--- src/rtl/tick_scheduler.sv ---
// Programmable sample-rate controller: divides clk into one-cycle sample ticks,
// counts bursts, and walks a wrapping sample address for the waveform path.
module tick_scheduler #(
    parameter int CNT_W   = 16,
    parameter int BURST_W = 16,
    parameter int ADDR_W  = 10
) (
    input  logic               clk,
    input  logic               rst,
    input  logic               cfg_valid,
    output logic               cfg_ready,
    input  logic [CNT_W-1:0]   cfg_div,
    input  logic [BURST_W-1:0] cfg_burst,
    input  logic               start,
    input  logic               stop,
    output logic               tick,
    output logic [ADDR_W-1:0]  sample_addr,
    output logic               busy,
    output logic               done
);

    typedef enum logic {S_IDLE, S_RUN} state_t;

    state_t             r_state;
    logic [CNT_W-1:0]   r_div;
    logic [CNT_W-1:0]   r_cyc;
    logic [BURST_W-1:0] r_burst;
    logic [BURST_W-1:0] r_tcnt;
    logic               r_tick;
    logic               r_done;
    logic               r_busy;
    logic [ADDR_W-1:0]  r_addr;

    logic               w_cfg_take;
    logic [CNT_W-1:0]   w_div_in;
    logic               w_cyc_last;
    logic [BURST_W-1:0] w_tcnt_nxt;
    logic               w_burst_end;

    assign w_cfg_take  = cfg_valid && (r_state == S_IDLE);
    assign w_div_in    = (cfg_div == '0) ? CNT_W'(1) : cfg_div;
    assign w_cyc_last  = (r_cyc == r_div - CNT_W'(1));
    assign w_tcnt_nxt  = r_tcnt + BURST_W'(1);
    // Burst length 0 means continuous, so the tick counter may wrap freely.
    assign w_burst_end = (r_burst != '0) && (w_tcnt_nxt == r_burst);

    always_ff @(posedge clk) begin
        if (rst) begin
            r_state <= S_IDLE;
            r_div   <= CNT_W'(1);
            r_burst <= '0;
            r_cyc   <= '0;
            r_tcnt  <= '0;
            r_tick  <= 1'b0;
            r_done  <= 1'b0;
            r_busy  <= 1'b0;
            r_addr  <= '0;
        end else begin
            r_tick <= 1'b0;
            r_done <= 1'b0;
            // The address advances past each tick it was shown with.
            if (r_tick) r_addr <= r_addr + ADDR_W'(1);
            case (r_state)
                S_IDLE: begin
                    if (w_cfg_take) begin
                        r_div   <= w_div_in;
                        r_burst <= cfg_burst;
                    end
                    if (start && !stop) begin
                        r_state <= S_RUN;
                        r_busy  <= 1'b1;
                        r_cyc   <= '0;
                        r_tcnt  <= '0;
                        r_addr  <= '0;
                    end
                end
                S_RUN: begin
                    if (stop) begin
                        r_state <= S_IDLE;
                        r_busy  <= 1'b0;
                    end else if (w_cyc_last) begin
                        r_cyc  <= '0;
                        r_tick <= 1'b1;
                        r_tcnt <= w_tcnt_nxt;
                        if (w_burst_end) begin
                            r_state <= S_IDLE;
                            r_busy  <= 1'b0;
                            r_done  <= 1'b1;
                        end
                    end else begin
                        r_cyc <= r_cyc + CNT_W'(1);
                    end
                end
                default: r_state <= S_IDLE;
            endcase
        end
    end

    assign cfg_ready   = (r_state == S_IDLE);
    assign tick        = r_tick;
    assign done        = r_done;
    assign busy        = r_busy;
    assign sample_addr = r_addr;

endmodule

--- config.mk ---
export PLATFORM = sky130hd
export DESIGN_NAME = tick_scheduler
export DESIGN_NICKNAME = d
export VERILOG_FILES = /design/src/rtl/tick_scheduler.sv
export SDC_FILE = /design/constraint.sdc
export NUM_CORES = 1
export LEC_CHECK = 0
export ABC_CLOCK_PERIOD_IN_PS = 6600
export BUFFER_PORTS_ARGS = -buffer_cell sky130_fd_sc_hd__buf_2
export CORE_MARGIN = 2
export CORE_UTILIZATION = 60
export DETAILED_ROUTE_END_ITERATION = 10
export PLACE_DENSITY = 0.79
export SLEW_MARGIN = 30
export SYNTH_ARGS = -nofsm -noshare
export SYNTH_HDL_FRONTEND = slang
export SYNTH_SLANG_ARGS = --single-unit
--- constraint.sdc ---
create_clock -name clk -period 6.6 [get_ports clk]
set_input_delay 0.66 -clock clk [delete_from_list [all_inputs] [get_ports clk]]
set_output_delay 0.66 -clock clk [all_outputs]
set_load 0.1 [all_outputs]
* Word-level counts from Yosys, hierarchy flattened *
Cells that the tools add are included.

storage, ports and cells
  bits of input ports = 37
  logic and storage cells = 57
  flip-flop bits (word level) = 78
  output and inout bits = 14

cells by class
  reduce and logical (&&, ||, !) cells = 12
  $add $sub $neg = 4
  muxes and demuxes = 23
  equality and inequality tests = 7
  bitwise logic cells = 2

operators by type and width
  operator                                               number
  2-to-1 mux 16 bit                                      6
  one-hot mux 16 bit (2 select lines)                    2
  adder 16 x 1 -> 16 bit, second input constant          2
  equality test 16 bit                                   2
  2-to-1 mux 10 bit                                      3
  zero test 16 bit                                       1
  nonzero test 16 bit                                    1
  subtractor 16 x 1 -> 16 bit, second input constant     1
  adder 10 x 1 -> 10 bit, second input constant          1
  2-to-1 mux 1 bit                                       10
  inequality test 3 x 2 -> 1 bit, second input constant  2
  AND reduction 3 bit                                    2
  inequality test 2 x 1 -> 1 bit, second input constant  2
  one-hot mux 1 bit (2 select lines)                     2
  AND reduction 2 bit                                    2
  OR reduction 4 bit                                     1
  logical AND 1 bit                                      3
  OR reduction 3 bit                                     1
  inequality test 2 bit, second input constant           1
  NOT 1 bit                                              2
  zero test 1 bit                                        1

* Depth between registers and ports, before layout *
  depth in word-level cells = 7
  depth in mapped cells = 13

* Worst setup path after synthesis *
OpenSTA, ideal clock, no wires.

  kind = register -> register
  from = register r_div[0]
  to = register r_cyc[0]
  data arrival time = 2592 ps
  stages on the path, launching flop included = 14
  required time = 6485 ps
  setup slack = 3894 ps
  setup time = 115 ps
  period minus slack after synthesis = 2706 ps
  cells stage by stage = dfxtp_1 > inv_1 > ha_1 > clkbuf_1 > clkbuf_1 > nand2_1 > nor3_1 > a22oi_1 > a2111oi_1 > nand4_4 > a31oi_4 > buf_6 > buf_6 > nor2_1

on the way
  longest elaborated chain between the ends = 5

ends and longest elaborated chain
  element                              line  text
  start, declared                      25    logic [CNT_W-1:0] r_div;
  start signal, assigned               66    r_div <= w_div_in;
  subtractor 16 x 1 -> 16 bit          42    assign w_cyc_last = (r_cyc == r_div - CNT_W'(1));
  equality test 16 bit                 42
  2-to-1 mux 16 bit                    81    end else if (w_cyc_last) begin
  2-to-1 mux 16 bit                    78    if (stop) begin
  one-hot mux 16 bit (2 select lines)  63    case (r_state)
  end signal, assigned                 91    r_cyc <= r_cyc + CNT_W'(1);
  end, declared                        26    logic [CNT_W-1:0] r_cyc;

Every way passes these cells. The select of a mux whose other input is x is not followed.
A chain may end at the register's enable or synchronous reset.

* Worst setup path after layout *
  from = register r_div[0]
  to = register r_tcnt[1]

on the way
  longest elaborated chain between the ends = 4

ends and longest elaborated chain
  element                                   line  text
  subtractor 16 x 1 -> 16 bit               42
  equality test 16 bit                      42
  inequality test 2 x 1 -> 1 bit (no line)  -
  AND reduction 3 bit (no line)             -
  end signal, assigned                      84    r_tcnt <= w_tcnt_nxt;
  end, declared                             28    logic [BURST_W-1:0] r_tcnt;

Every way passes these cells.

==> flow_metrics.py <==
metrics = {
    "run_status": {
        "outcome": "finished clean",
    },
    "timing": {
        "setup_ws_ns": 3.04,
        "timing.final.crit_share": 0.540,
        "tns_ns": 0,
        "whs_ns": 0.472,
        "fin_crit_ns": 3.56,
        "finalClockSkew_ns": 0.00815,
        "drv_slew": 0,
        "tightestPinTransition_ns": 0.828,
        "report.final.hold_viol_count": 0,
        "finalSetupViolations": 0,
        "max_freq_mhz": 281,
        "rsz0062_at_grt": "no",
        "maxSlewHeadroom": 0.448,
    },
    "worst_setup_path": {
        "worstPathRequired_ns": 6.84,
        "slowest_delay_ns": 0.81,
        "worstSetupStartpoint": "r_div[0]",
        "worstSetupPathType": "reg -> reg",
        "rr_startpoint": "r_div[0]",
        "arrival_ns": 3.80,
        "critPathMaxFanout": 30,
        "crit_slowest_cell": "a31oi_4",
        "path_delay_family": "compound AO/OA/AOI/OAI gates",
        "crit_path_end_kind": "register",
        "crit_buf_inv": 1,
        "cp_cell_sequence": "inv_1 -> ha_1 -> xnor2_1 -> a21oi_1 -> a22oi_1 -> a2111oi_1 -> nand4_4 -> a31oi_4 -> a2bb2o_1",
        "start_kind": "register",
    },
    "global_routing": {
        "groute.usage.overall": 0.265,
        "grt.overflow.total": 0,
        "use_met2": 0.442,
        "grt_pass1_vias": 3571,
        "gr-usage-met1": 0.328,
        "grt_max_degree": 40,
        "grt.busiest_layer": "met2",
        "grt_pass1_wl_microns": 16400,
        "met3_usage": 0.0536,
        "antenna_found_initial": 0,
    },
    "min_path": {
        "worstHoldStart": "r_div[15]",
        "hold_path_class": "reg -> reg",
    },
    "cts": {
        "cts_repair_resize_count": 0,
        "root_buffer": "clkbuf_8",
        "clkSlewWorstSetupHoldPaths_ns": 0.08,
        "clock_latency_ns": 0.35,
        "cts_sinks": 78,
        "cts_tree": "yes",
        "numCtsBuffers": 9,
        "cts_max_level": 3,
        "ctsLongestPathBuffers": 2,
        "cts_setup_buffers": 0,
        "cts_hold_buf": 0,
    },
    "power_and_ir_drop": {
        "peakVddDrop_mv": 0.114,
        "power-per-cell-area_mw_per_mm2": 228,
        "leakage_nw": 1.80,
    },
    "layout": {
        "multiInputGateArea_sq_mm": 0.00256,
        "drive_above_1_share": 0.137,
        "antenna_cells": 0,
        "finalInstanceArea_sq_mm": 0.00488,
        "fillers": 611,
        "final_cell_mix": "nand2_1, dfxtp_1, buf_2, nor2_1, a21oi_1",
        "layout.area.seq_sq_mm": 0.00156,
        "final_core_util": 0.684,
        "final_common_cell": "nand2_1",
        "area_growth_pct": 12.2,
        "nets": 622,
    },
    "yosys": {
        "syn-mean-instance-area_sq_um": 7.91,
        "syn_inst": 550,
        "synthFlopType": "dfxtp_1",
        "synth.ff_latch_count": 78,
        "yosysSeqAreaShare": 0.359,
        "ys_async_sr_fraction": 0,
        "synth.distinct_cells": 60,
        "synth.cell_area_sq_mm": 0.00435,
        "syn-num-nets": 591,
        "synth_edf_count": 0,
        "yosys_warnings": 0,
    },
    "placement": {
        "postPlaceCellArea_sq_mm": 0.00459,
        "post-place-ws_ns": 2.80,
        "port_buffers": 50,
        "hpwl_microns": 7360,
        "gp_congestion": 0.882,
    },
    "drt": {
        "postRouteWirelength_microns": 10100,
        "first_iter_violations": 183,
        "wl_per_cell_microns": 14.8,
        "drc": 0,
        "viasPerCell": 5.81,
        "via_count": 3979,
        "first_pass_iters": 4,
        "antenna_left": 0,
    },
    "die": {
        "ios": 51,
        "start_util": 0.610,
        "die_x_microns": 89.2,
        "die_area_sq_mm": 0.00795,
        "rows": 31,
        "fp.dieH_microns": 89.2,
        "coreArea_sq_mm": 0.00714,
    },
    "job": {
        "cap_violations": 0,
    },
}
## report_power, final
| part | switching, W | leakage (nW) | internal [W] |
|---|---|---|---|
| Clock | 0.000180 | 0.140 | 0.000311 |
| Sequential | 0.0000192 | 0.634 | 0.000483 |
| Combinational | 0.0000739 | 1.03 | 0.0000462 |
## sequential cells by signal (all words and copies together), names as in the netlist
register,cells
sample_addr,10
busy,1
r_div,16
r_burst,16
r_cyc,16
tick,1
done,1
r_state,1
r_tcnt,16
## synthesized netlist by cell type (7+ instances only)
master / count / area share
nor4_1: 9 / 0.013
clkbuf_1: 24 / 0.021
nor2_1: 43 / 0.037
nand4_1: 13 / 0.019
dfxtp_1: 78 / 0.36
xor2_1: 30 / 0.060
xnor2_1: 35 / 0.070
a21oi_1: 42 / 0.048
o21ai_0: 14 / 0.016
nand3_1: 16 / 0.018
and3_1: 7 / 0.010
nand2_1: 95 / 0.082
inv_1: 26 / 0.022
nor3_1: 9 / 0.010
a211o_1: 9 / 0.018
## per-stage QoR
step | power [W] | cells
2_1_floorplan | 0.000600 | 550
3_3_place_gp | 0.000628 | 669
3_5_place_dp | 0.000632 | 669
4_1_cts | 0.00112 | 685
5_1_grt | 0.00116 | 685
6_report | 0.00111 | 685
## cell families after synthesis
kind of cell    synth area share
xor+xnor                   0.131
compound gates             0.178
buf+inv                   0.0558
fa+ha+maj                 0.0115
mux                      0.00719
simple gates               0.258
flops                      0.359
## area by class of cell
| class | count | share of cell area |
|---|---|---|
| clock inverters | 5 | 0.0264 |
| flip-flops and latches | 78 | 0.320 |
| well taps | 99 | 0.0254 |
| clock buffers | 11 | 0.0310 |
| multi-input cells | 415 | 0.525 |
| inverters | 26 | 0.0200 |
| repair buffers | 51 | 0.0528 |
## per-layer routing
| metal | vias to the layer above | wire (microns) |
|---|---|---|
| li1 | 1981 | - |
| met1 | 1868 | 4410 |
| met2 | 111 | 4930 |
| met3 | 19 | 449 |
| met4 | 0 | 321 |
| met5 | - | 0 |
## worst register-to-register path: cells and delay by family (launching register included)
kind / cells / cell delay, ns
xor+xnor: 1 / 0.20
fa+ha+maj: 1 / 0.38
flops: 1 / 0.42
compound gates: 5 / 2.02
buf+inv: 1 / 0.06
simple gates: 1 / 0.37
## path summary, 6_finish.rpt
| check | to | slack [ns] | cells past startpoint |
|---|---|---|---|
| setup / recovery | r_tcnt[1] | 3.04 | 9 |
| hold reg to reg | r_div[15] | 0.47 | 2 |
| setup reg to reg | r_tcnt[1] | 3.04 | 9 |
| hold / removal | r_div[15] | 0.47 | 2 |
Power figures use the tool's default switching activity.
